<file path="src/rtl/mem_write_buffer.sv">
// mem_write_buffer
//
// Posted-write buffer between the cache's memory-side port and main memory.
// Stores from the cache are acknowledged one cycle after acceptance and
// parked in a small circular FIFO. A downstream FSM drains them to memory
// in order. Reads are held until every older store has reached memory, so
// read-after-write ordering is preserved.
//
// Optional feature (macro WBUF_FWD_EN):
//   When defined, a read whose word address matches a buffered full-word
//   store (wstrb == 4'hF) is answered directly from the youngest matching
//   entry, one cycle after acceptance, with no memory access. If the
//   youngest match is a partial store, the read falls back to
//   drain-then-read. When undefined, no address comparators are built and
//   every read waits for the buffer to empty.
//
// Ports:
//   clk, reset                 clock and synchronous active-high reset
//   mem_valid/instr/addr/
//   mem_wdata/wstrb            request from the cache (wstrb == 0 is a read)
//   mem_ready, mem_rdata       one-cycle completion pulse and read data
//   mem_valid_m/instr_m/addr_m/
//   mem_wdata_m/wstrb_m        request to memory
//   mem_ready_m, mem_rdata_m   completion pulse and read data from memory
//   wb_count/wb_full/wb_empty  registered buffer occupancy status

module mem_write_buffer #(
    parameter int DEPTH = 4,
    parameter int AW    = 32
) (
    input  logic                    clk,
    input  logic                    reset,
    input  logic                    mem_valid,
    input  logic                    mem_instr,
    input  logic [AW-1:0]           mem_addr,
    input  logic [31:0]             mem_wdata,
    input  logic [3:0]              mem_wstrb,
    output logic                    mem_ready,
    output logic [31:0]             mem_rdata,
    output logic                    mem_valid_m,
    output logic                    mem_instr_m,
    output logic [AW-1:0]           mem_addr_m,
    output logic [31:0]             mem_wdata_m,
    output logic [3:0]              mem_wstrb_m,
    input  logic                    mem_ready_m,
    input  logic [31:0]             mem_rdata_m,
    output logic [$clog2(DEPTH):0]  wb_count,
    output logic                    wb_full,
    output logic                    wb_empty
);

    localparam int PW = $clog2(DEPTH);
    localparam int CW = PW + 1;

    typedef enum logic [1:0] {
        IDLE = 2'd0,
        WR   = 2'd1,
        RD   = 2'd2,
        RESP = 2'd3
    } state_t;

    state_t          state_q, state_d;

    logic [PW-1:0]   head_q, head_d;
    logic [PW-1:0]   tail_q, tail_d;
    logic [CW-1:0]   count_q, count_d;
    logic            full_q, full_d;
    logic            empty_q, empty_d;

    logic [AW-1:0]   buf_addr_q  [DEPTH];
    logic [AW-1:0]   buf_addr_d  [DEPTH];
    logic [31:0]     buf_wdata_q [DEPTH];
    logic [31:0]     buf_wdata_d [DEPTH];
    logic [3:0]      buf_wstrb_q [DEPTH];
    logic [3:0]      buf_wstrb_d [DEPTH];

    logic            valid_m_q, valid_m_d;
    logic            instr_m_q, instr_m_d;
    logic [AW-1:0]   addr_m_q,  addr_m_d;
    logic [31:0]     wdata_m_q, wdata_m_d;
    logic [3:0]      wstrb_m_q, wstrb_m_d;

    logic            ready_q, ready_d;
    logic [31:0]     rdata_q, rdata_d;

    logic            read_req;
    logic            store_accept;
    logic            read_issue;
    logic            deq;
    logic            fwd_accept;
    logic [31:0]     fwd_data;

    // Upstream acceptance. The cache holds a request until it sees
    // mem_ready, so nothing is accepted while mem_ready is high; that keeps
    // the same held request from being taken twice. Stores only look at the
    // registered full flag, so a dequeue in the same cycle does not open a
    // slot until the next cycle.
    always_comb begin
        read_req     = mem_valid && (mem_wstrb == 4'h0);
        store_accept = mem_valid && (mem_wstrb != 4'h0) && !full_q && !ready_q;
        read_issue   = read_req && !ready_q && empty_q && (state_q == IDLE);
    end

`ifdef WBUF_FWD_EN
    logic            fwd_full;
    logic [PW-1:0]   fwd_idx;

    // Scan occupied entries from oldest to youngest so the last match wins.
    // Only a youngest match that covers the whole word can be forwarded;
    // a younger partial store must reach memory first.
    always_comb begin
        fwd_full = 1'b0;
        fwd_data = '0;
        fwd_idx  = head_q;
        for (int i = 0; i < DEPTH; i++) begin
            fwd_idx = head_q + PW'(i);
            if ((CW'(i) < count_q) &&
                (buf_addr_q[fwd_idx][AW-1:2] == mem_addr[AW-1:2])) begin
                fwd_full = (buf_wstrb_q[fwd_idx] == 4'hF);
                fwd_data = buf_wdata_q[fwd_idx];
            end
        end
        fwd_accept = read_req && !ready_q && fwd_full &&
                     ((state_q == IDLE) || (state_q == WR));
    end
`else
    // Without forwarding every read goes through memory.
    always_comb begin
        fwd_accept = 1'b0;
        fwd_data   = '0;
    end
`endif

    // FIFO bookkeeping: write the tail entry on an accepted store, advance
    // the head when the FSM retires a write, and precompute the status
    // flags so they can be registered alongside the count.
    always_comb begin
        buf_addr_d  = buf_addr_q;
        buf_wdata_d = buf_wdata_q;
        buf_wstrb_d = buf_wstrb_q;
        if (store_accept) begin
            buf_addr_d[tail_q]  = mem_addr;
            buf_wdata_d[tail_q] = mem_wdata;
            buf_wstrb_d[tail_q] = mem_wstrb;
        end
        tail_d  = store_accept ? tail_q + PW'(1) : tail_q;
        head_d  = deq ? head_q + PW'(1) : head_q;
        count_d = count_q + CW'(store_accept) - CW'(deq);
        full_d  = (count_d == CW'(DEPTH));
        empty_d = (count_d == '0);
    end

    // Downstream FSM. Buffered stores win over a waiting read. Every memory
    // request passes back through IDLE, which guarantees at least one idle
    // cycle between requests and lets the registered empty flag settle
    // before a read is considered.
    always_comb begin
        state_d   = state_q;
        valid_m_d = valid_m_q;
        instr_m_d = instr_m_q;
        addr_m_d  = addr_m_q;
        wdata_m_d = wdata_m_q;
        wstrb_m_d = wstrb_m_q;
        deq       = 1'b0;
        case (state_q)
            IDLE: begin
                if (!empty_q) begin
                    state_d   = WR;
                    valid_m_d = 1'b1;
                    instr_m_d = 1'b0;
                    addr_m_d  = buf_addr_q[head_q];
                    wdata_m_d = buf_wdata_q[head_q];
                    wstrb_m_d = buf_wstrb_q[head_q];
                end else if (read_issue) begin
                    state_d   = RD;
                    valid_m_d = 1'b1;
                    instr_m_d = mem_instr;
                    addr_m_d  = mem_addr;
                    wdata_m_d = '0;
                    wstrb_m_d = 4'h0;
                end
            end
            WR: begin
                if (mem_ready_m) begin
                    state_d   = IDLE;
                    deq       = 1'b1;
                    valid_m_d = 1'b0;
                    instr_m_d = 1'b0;
                    addr_m_d  = '0;
                    wdata_m_d = '0;
                    wstrb_m_d = 4'h0;
                end
            end
            RD: begin
                if (mem_ready_m) begin
                    state_d   = RESP;
                    valid_m_d = 1'b0;
                    instr_m_d = 1'b0;
                    addr_m_d  = '0;
                    wdata_m_d = '0;
                    wstrb_m_d = 4'h0;
                end
            end
            RESP: begin
                state_d = IDLE;
            end
            default: begin
                state_d = IDLE;
            end
        endcase
    end

    // Upstream response. mem_ready is a registered one-cycle pulse for a
    // store ack, a forwarded read, or the cycle after memory returns read
    // data (which is also the RESP cycle). Data is zero whenever no read
    // response is being presented.
    always_comb begin
        ready_d = store_accept || fwd_accept || ((state_q == RD) && mem_ready_m);
        rdata_d = '0;
        if (fwd_accept) begin
            rdata_d = fwd_data;
        end else if ((state_q == RD) && mem_ready_m) begin
            rdata_d = mem_rdata_m;
        end
    end

    // State register. Reset discards buffered stores and any in-flight
    // memory request.
    always_ff @(posedge clk) begin
        if (reset) begin
            state_q     <= IDLE;
            head_q      <= '0;
            tail_q      <= '0;
            count_q     <= '0;
            full_q      <= 1'b0;
            empty_q     <= 1'b1;
            buf_addr_q  <= '{default: '0};
            buf_wdata_q <= '{default: '0};
            buf_wstrb_q <= '{default: '0};
            valid_m_q   <= 1'b0;
            instr_m_q   <= 1'b0;
            addr_m_q    <= '0;
            wdata_m_q   <= '0;
            wstrb_m_q   <= 4'h0;
            ready_q     <= 1'b0;
            rdata_q     <= '0;
        end else begin
            state_q     <= state_d;
            head_q      <= head_d;
            tail_q      <= tail_d;
            count_q     <= count_d;
            full_q      <= full_d;
            empty_q     <= empty_d;
            buf_addr_q  <= buf_addr_d;
            buf_wdata_q <= buf_wdata_d;
            buf_wstrb_q <= buf_wstrb_d;
            valid_m_q   <= valid_m_d;
            instr_m_q   <= instr_m_d;
            addr_m_q    <= addr_m_d;
            wdata_m_q   <= wdata_m_d;
            wstrb_m_q   <= wstrb_m_d;
            ready_q     <= ready_d;
            rdata_q     <= rdata_d;
        end
    end

    assign mem_ready   = ready_q;
    assign mem_rdata   = rdata_q;
    assign mem_valid_m = valid_m_q;
    assign mem_instr_m = instr_m_q;
    assign mem_addr_m  = addr_m_q;
    assign mem_wdata_m = wdata_m_q;
    assign mem_wstrb_m = wstrb_m_q;
    assign wb_count    = count_q;
    assign wb_full     = full_q;
    assign wb_empty    = empty_q;

endmodule
</file>
<file path="config.mk">
export PLATFORM = sky130hd
export DESIGN_NAME = mem_write_buffer
export DESIGN_NICKNAME = d
export VERILOG_FILES = /design/src/rtl/mem_write_buffer.sv
export SDC_FILE = /design/constraint.sdc
export NUM_CORES = 1
export LEC_CHECK = 0
export BUFFER_PORTS_ARGS = -buffer_cell sky130_fd_sc_hd__clkbuf_2
export CAP_MARGIN = 0
export CORE_ASPECT_RATIO = 0.9
export CORE_UTILIZATION = 60
export DETAILED_ROUTE_END_ITERATION = 10
export MAX_ROUTING_LAYER = met4
export PLACE_DENSITY = 0.83
export SLEW_MARGIN = 10
export SYNTH_ARGS = -nofsm -noshare
export SYNTH_HDL_FRONTEND = slang
export SYNTH_SLANG_ARGS = --single-unit
</file>
<file path="constraint.sdc">
create_clock -name clk -period 8.4 [get_ports clk]
set_clock_uncertainty 0.15 [all_clocks]
set_input_delay 1.68 -clock clk [delete_from_list [all_inputs] [get_ports clk]]
set_output_delay 1.68 -clock clk [all_outputs]
set_load 0.02 [all_outputs]
</file>
# Yosys cells after proc, flatten, opt, wreduce, memory -nomap -nowiden
# Cells that the tools add are included.
# totals
ff_bits	386
input_bits	105
output_inout_bits	108
word_cells	105
# classes
add_sub_neg	4
n_lt_le_gt_ge	3
n_eq_ne	8
muxes	41
bitwise_logic	3
reduce_logical	21
# op_table
cell	n
32-bit two-way mux	10
128-bit bitwise mux	2
32-bit binary-select mux with 2-bit select	2
32-bit case mux with 2 select lines	2
32-bit demux with 2-bit select	1
4-bit two-way mux	6
16-bit bitwise mux	1
1-bit logical AND	9
4-bit binary-select mux with 2-bit select	1
4-bit demux with 2-bit select	1
2-bit two-way mux	4
2-bit case mux with 4 select lines	1
4-bit case mux with 2 select lines	1
1-bit two-way mux	7
3-bit >= comparator (second input constant)	2
2-bit inverter with 3-bit output	2
3-bit AND reduction	2
2-bit by 1-bit adder with 2-bit output (second input constant)	2
2-bit == test (second input constant)	2
4-bit zero test	1
2-bit inequality test (second input constant)	2
1-bit case mux with 2 select lines	2
4-bit nonzero test	1
2-bit OR reduction	2
13 further kinds	14

# Depth between registers and ports, before layout
# Gate-level depths: netlist (run 1).
# logic_depth
ltp_word	8
ltp_mapped	11
mapped_depth_nobuf	11

# Least setup slack after synthesis (run 1)
# Ideal clock, no wire load.
# synth_timing
path_type	input to register
from	input port mem_wstrb[3]
to	register full_q, in the netlist wb_full
arrival_ns	3.722
required_time_ns	8.135
setup_slack_ns	4.412
path_stages	11
path_cell_list	or4_4 buf_6 nand2_1 ha_1 inv_1 ha_1 inv_1 fa_1 xnor2_1 nor2_1 and3_1
# synth_between
elab_chain_cells	7
# synth_lines
element	line_no	source
from (decl)	37	input logic [3:0] mem_wstrb,
4-bit nonzero test	100	store_accept = mem_valid && (mem_wstrb != 4'h0) && !full_q && !ready_q;
1-bit logical AND (3 in series)	100	
3-bit by 1-bit adder with 3-bit output	148	count_d = count_q + CW'(store_accept) - CW'(deq);
3-bit by 1-bit subtractor with 3-bit output	148	
3-bit == test	149	full_d = (count_d == CW'(DEPTH));
to (signal assigned)	252	full_q <= full_d;
to (decl)	67	logic full_q, full_d;
# No other way between the ends.
# A chain may end at the register's enable or synchronous reset.

# Worst setup path after layout (run 1)
# Ends and elaborated chain as after synthesis.

==> metrics.yaml, run 1 <==
finalMaxSlewViolations: 0
drcViolationCount: 0
syn-num-nets: 1879
synth_most_common_cell: "nand2_1"
place_inst: 2180
gp_congestion: 0.8226
via_per_inst: 5.787
power.density_mw_per_mm2: 303.9
synth-seq-area-share_pct: 50.78
synth_area_leaders: "dfxtp_1 (51%), nand2_1 (15%), a21oi_1 (10%)"
cts.repair.resized: 0
syn_area_mm2: 0.01522
setup_viol: 0
max_stage_delay_ns: 0.67
clockRootBuffer: "clkbuf_16"
p_clk_share_pct: 32.1
dp_hpwl_um: 22270
min_from: "buf_wdata_q[29]"
die_h_um: 153.1
postCtsSetupBuffers: 0
status: "finished clean"
period_minus_slack_ns: 3.788
path_clk_slew_ns: 0.06
io_buffers: 212
grt_antenna_before_repair: 3
p_int_mw: 3.513
placementRows: 54
dr.pass1.iters: 5
fmaxAchievable_mhz: 264.0
cts_buffers: 39
fin_util_pct: 70.90
synth_top_area_cell: "dfxtp_1"
clock_path_buffers: 3
crit_chain: "clkbuf_2 > or4_4 > nand2_1 > ha_1 > inv_1 > ha_1 > inv_1 > fa_1 > xnor2_1 > nor2_1 > and3_1"
start_util_pct: 61.87
clock_latency_ns: 0.52
cp_max_fo: 13
worst_slew_pin_slew_ns: 1.202
cap_viol_max_count: 0
finalNonFillerCells: 2249
n_fill_cell: 1937
r2r-start: "head_q[0]"
switchingPower_mw: 1.786
hold_viol_final: 0
avgSynthCellArea_um2: 8.626
crit_path_end_kind: "flop"
die-area_mm2: 0.02600
rsz0062_at_grt: "false"
p_leak_nw: 6.298
wl_um: 40030
hold-worst-slack_ns: 0.3018
htreeDepth: 2
coreArea_mm2: 0.02459
yosys-top-cells-count: "nand2_1 (588), dfxtp_1 (386), a21oi_1 (313)"
crit_start: "mem_wstrb[3]"
ys.flop_type: "dfxtp_1"
seq_power_share_pct: 42.1
yosysWarningCount: 0
post-route-period-util_pct: 45.10
ys_ff_latch: 386
ctsHoldBuffers: 0
drive_above_1_share_pct: 17.59
clock-sinks: 386
die_x_um: 169.9
postRouteAntennaNets: 0
routedWlPerCell_um: 17.80
vias: 13010
cts_tree: "done"
synth.distinct_cells: 38
slew_headroom_pct: 19.84
synthArstFlopShare_pct: 0
p_sw_share_pct: 33.70
pin_count: 213
grt_max_degree: 120
vdd_ir_drop_max_mv: 0.2095
grt_pass1_vias: 12560
syn_to_final_growth_pct: 14.59
reg2reg_depth: 4
crit_type: "primary input to flop"
fin_tns_setup_ns: 0
grt_usage_pct: 31.42
hold_class: "flop to flop"
synth_top_area_share_pct: 50.78
arrival_ns: 4.05
first_iter_violations: 1103
pwr-share-comb_pct: 25.9
critPathLaunchType: "primary input"
final_nets: 2000
crit_path_top_delay_cell: "or4_4"
synthCells: 1764
synth-edff-count: 0
grt_pass1_wl_um: 63890
grt-ovfl-total: 0
hold_path_depth: 2
power_mw: 5.299
critPathRequiredTime_ns: 8.66
[path summary, 6_finish.rpt]
check | endpoint | slack [ns]
min | buf_wdata_q[29] | 0.30
max | wb_full | 4.61
min reg2reg | buf_wdata_q[29] | 0.30
max reg2reg | mem_wstrb_m[1] | 5.29
[kinds of logic (layout without fill, tap and decap cells)]
group | after synthesis | after routing | synth area share, %
AND/OR/NAND/NOR | 654 | 654 | 17.22
AO/OA/AOI/OAI | 455 | 455 | 16.44
flip-flops | 386 | 386 | 50.78
buffers and inverters | 153 | 299 | 4.794
multiplexers | 101 | 101 | 9.612
adder cells (fa/ha/maj) | 10 | 10 | 0.8716
XOR/XNOR | 5 | 5 | 0.2878
other | 0 | 3 | 0
[per-layer routing]
layer  share of wire, %  GRT usage, %  wire length, um
met1                 41         38.63            16240
met2                 49         51.58            19480
met3                8.6         5.955             3426
met4                2.2         10.85              890
met5                  0             -                0
[layout make-up]
cell class              instances  area [um2]  area share [%]
well taps                     336       420.4           2.411
diodes                          3       7.507         0.04305
flip-flops and latches        386        7732           44.35
repair buffers                224        1161           6.659
clock inverters                 7       67.56          0.3875
inverters                       9       33.78          0.1937
clock buffers                  59        1194           6.846
multi-input cells            1225        6820           39.11
[power groups by stage]
stage / clock network [mW] / registers [mW] / logic [mW]
CTS: 1.71 / 2.23 / 1.36
global route: 1.79 / 2.26 / 1.49
finish: 1.70 / 2.23 / 1.37
global placement: 0 / 2.26 / 1.32
detailed placement: 0 / 2.26 / 1.35
floorplan: 0 / 2.30 / 0.878
[critical path: cells and delay by family]
kind                       cells  cell delay [ns]
and+or+nand+nor                4             1.14
buffers and inverters          3             0.26
xor gates and xnor gates       1             0.17
adders and majority gates      3             0.80
[sequential cells by signal, indices dropped and copies added (netlist names), 3 cells and up]
| register | count |
|---|---|
| buf_addr_q | 128 |
| buf_wdata_q | 128 |
| mem_addr_m | 32 |
| mem_rdata | 32 |
| mem_wdata_m | 32 |
| buf_wstrb_q | 16 |
| mem_wstrb_m | 4 |
| wb_count | 3 |
[layout by cell type, fill, tap and decap left out, types with 2 or more instances in the layout]
| master | netlist | routed |
|---|---|---|
| nand2_1 | 588 | 588 |
| nand2b_1 | 2 | 2 |
| clkinv_2 | 0 | 3 |
| and3_2 | 0 | 4 |
| nor2_4 | 0 | 2 |
| xnor2_1 | 3 | 3 |
| clkbuf_8 | 0 | 10 |
| nand3_4 | 0 | 4 |
| clkinvlp_4 | 0 | 3 |
| inv_1 | 9 | 9 |
| nor2_1 | 13 | 11 |
| buf_4 | 12 | 12 |
| clkbuf_2 | 0 | 211 |
| clkbuf_1 | 75 | 8 |
| o2bb2ai_1 | 31 | 31 |
| ha_1 | 9 | 9 |
| mux4_2 | 36 | 36 |
| diode_2 | 0 | 3 |
| dfxtp_1 | 386 | 384 |
| o21ai_0 | 68 | 68 |
| a22oi_1 | 32 | 32 |
| mux2i_1 | 64 | 64 |
| nor2b_1 | 4 | 2 |
| o21ai_1 | 4 | 4 |
| and2_1 | 33 | 33 |
| a21oi_1 | 313 | 313 |
| xor2_1 | 2 | 2 |
| clkbuf_16 | 0 | 41 |
[per-stage QoR]
| stage | instance area [um2] | setup WS, ns |
|---|---|---|
| floorplan | 15220 | 4.412 |
| global placement | 16170 | 4.132 |
| detailed placement | 16170 | 4.097 |
| CTS | 17430 | 4.630 |
| global route | 17440 | 4.492 |
| finish | 17440 | 4.612 |
(Power assumes the default switching activity.)
==> run 2, diff against run 1 <==
--- a/config.mk
+++ b/config.mk
@@ -5,13 +5,14 @@
 export SDC_FILE = /design/constraint.sdc
 export NUM_CORES = 1
 export LEC_CHECK = 0
+export ABC_AREA = 1
 export BUFFER_PORTS_ARGS = -buffer_cell sky130_fd_sc_hd__clkbuf_2
 export CAP_MARGIN = 0
 export CORE_ASPECT_RATIO = 0.9
-export CORE_UTILIZATION = 60
+export CORE_UTILIZATION = 52
 export DETAILED_ROUTE_END_ITERATION = 10
 export MAX_ROUTING_LAYER = met4
-export PLACE_DENSITY = 0.83
+export PLACE_DENSITY = 0.76
 export SLEW_MARGIN = 10
 export SYNTH_ARGS = -nofsm -noshare
 export SYNTH_HDL_FRONTEND = slang
==> constraint.sdc (replaced) <==
create_clock -name clk -period 3.2 [get_ports clk]
set_clock_uncertainty 0.15 [all_clocks]
set_input_delay 0.64 -clock clk [delete_from_list [all_inputs] [get_ports clk]]
set_output_delay 0.64 -clock clk [all_outputs]
set_load 0.02 [all_outputs]
==> metrics.yaml, run 2 <==
clock_latency_ns: 0.53
status: "finished clean"
ys.flop_type: "dfxtp_1"
slew_headroom_pct: 33.68
vdd_ir_drop_max_mv: 0.6743
reg2reg_slack_ns: 0.87
fin_tns_setup_ns: 0
via_per_inst: 5.261
die_x_um: 189.0
clock_path_buffers: 3
cp_max_fo: 3
post-route-period-util_pct: 72.94
yosys-top-cells-count: "nand2_1 (626), dfxtp_1 (386), a21oi_1 (384)"
first_iter_violations: 1273
synth_top_area_cell: "dfxtp_1"
yosysWarningCount: 0
reg2reg_depth: 13
synth_most_common_cell: "nand2_1"
r2r-end: "wb_empty"
crit_start: "state_q[1]"
start_util_pct: 52.94
synth-seq-area-share_pct: 47.22
min_from: "mem_rdata_m[25]"
hold_viol_final: 0
syn-num-nets: 2446
grt-ovfl-total: 0
synth_top_area_share_pct: 47.22
postCtsSetupBuffers: 0
final_nets: 2560
period_minus_slack_ns: 2.334
ys_ff_latch: 386
p_leak_nw: 8.705
grt_usage_pct: 27.26
hold_class: "primary input to flop"
ctsHoldBuffers: 0
grt_pass1_wl_um: 70380
n_fill_cell: 2829
placed_cell_area_mm2: 0.01753
hold-worst-slack_ns: 0.1531
vias: 15150
rsz0062_at_grt: "false"
synthArstFlopShare_pct: 0
power.density_mw_per_mm2: 811.1
synthCells: 2331
pin_count: 213
grt_antenna_before_repair: 1
clockRootBuffer: "clkbuf_16"
cts_buffers: 40
min_delay_worst_endpoint: "mem_rdata[25]"
crit_path_end_kind: "flop"
die_h_um: 170.3
cap_viol_max_count: 0
synth_area_leaders: "dfxtp_1 (47%), nand2_1 (14%), a21oi_1 (12%)"
setup_viol: 0
synth.distinct_cells: 25
htreeDepth: 2
r2r-start: "state_q[1]"
die-area_mm2: 0.03218
final_cell_mix: "nand2_1 (625), a21oi_1 (384), dfxtp_1 (383)"
dp_hpwl_um: 24650
io_buffers: 212
drcViolationCount: 0
fin_util_pct: 60.77
final_cell_area_mm2: 0.01879
critPathLaunchType: "flop"
placementRows: 61
synth-edff-count: 0
cts.repair.resized: 0
avgSynthCellArea_um2: 7.020
hold_path_depth: 3
wl_um: 42360
routedWlPerCell_um: 14.71
layout_commonest_cell: "nand2_1"
worst_slew_pin_slew_ns: 0.9948
drive_above_1_share_pct: 12.63
fmaxAchievable_mhz: 428.4
coreArea_mm2: 0.03091
critPathRequiredTime_ns: 3.49
cts_tree: "done"
crit_type: "flop to flop"
dr.pass1.iters: 7
syn_to_final_growth_pct: 14.79
gp_congestion: 0.7719
grt_max_degree: 138
grt_pass1_vias: 14390
power_mw: 15.24
clock-sinks: 386
reg_top3: "buf_addr_q: 128 flops, buf_wdata_q: 128 flops"
postRouteAntennaNets: 0
arrival_ns: 2.63
syn_area_mm2: 0.01636
finalMaxSlewViolations: 0
path_clk_slew_ns: 0.06
## run 2: cell count changes in the layout (fill, tap and decap cells not counted), moves of 13 or more
cell,before,now
nand2_1,588,625
mux2i_1,64,0
a22oi_1,32,0
inv_1,9,320
o21ai_1,4,94
buf_12,0,13
nand3_1,1,102
and2_1,33,0
o2bb2ai_1,31,0
mux4_2,36,0
a21oi_1,313,384
o21ai_0,68,184
nor2_1,11,42
## run 2: worst max-delay path by stage
stage,cells past startpoint,endpoint
6_report,13,wb_empty
5_1_grt,13,wb_empty
4_1_cts,11,wb_empty
3_5_place_dp,13,wb_empty
3_3_place_gp,13,wb_empty
2_1_floorplan,12,wb_empty
## run 2: cell families after synthesis
kind of cell	share of synthesized area [%]
fa+ha+maj	0.8105
flops	47.22
xor+xnor	0.05353
buf+inv	12.36
simple gates	19.25
compound gates	20.30
## run 2: layout make-up
type,instances,area [um2],share of cell area [%]
clock buffer,60,1187,6.321
inverter,323,1220,6.494
clock inverter,7,67.56,0.3597
multi-input combinational,1454,6624,35.26
timing repair buffer,240,1436,7.646
tap,409,511.7,2.724
antenna,1,2.502,0.01332
sequential,386,7736,41.18
## run 2: power breakdown
part / switching (mW) / leakage, nW / internal, mW / total (mW)
logic: 3.13 / 4.94 / 1.46 / 4.59
registers: 0.513 / 3.14 / 5.63 / 6.15
clock network: 1.86 / 0.621 / 2.63 / 4.50
total: 5.51 / 8.70 / 9.73 / 15.2
## run 2: routing by layer
metal / wire [um] / vias to the layer above / part of all wire (%) / track usage (%)
li1: - / 7589 / - / -
met1: 19110 / 6981 / 45 / 35.43
met2: 19610 / 512 / 46 / 44.52
met3: 2855 / 69 / 6.7 / 3.671
met4: 786 / 0 / 1.9 / 7.433
met5: 0 / - / 0 / -
## run 2: metrics by stage
step,setup WS (ns),std cells
after CTS,0.8802,2879
after global placement,0.6019,2812
after global routing,0.6127,2880
after detailed placement,0.5441,2812
after floorplan,0.6487,2331
final,0.8658,2880
## run 2: worst max-delay path, stage by stage, from the launching register on
cell	delay (ns)
dfxtp_1	0.33
inv_1	0.07
ha_1	0.21
nand2_1	0.10
inv_1	0.06
ha_1	0.26
inv_1	0.06
ha_1	0.12
inv_1	0.05
fa_1	0.40
nand3b_1	0.16
nand2_1	0.08
nor2_1	0.05
a21oi_1	0.16
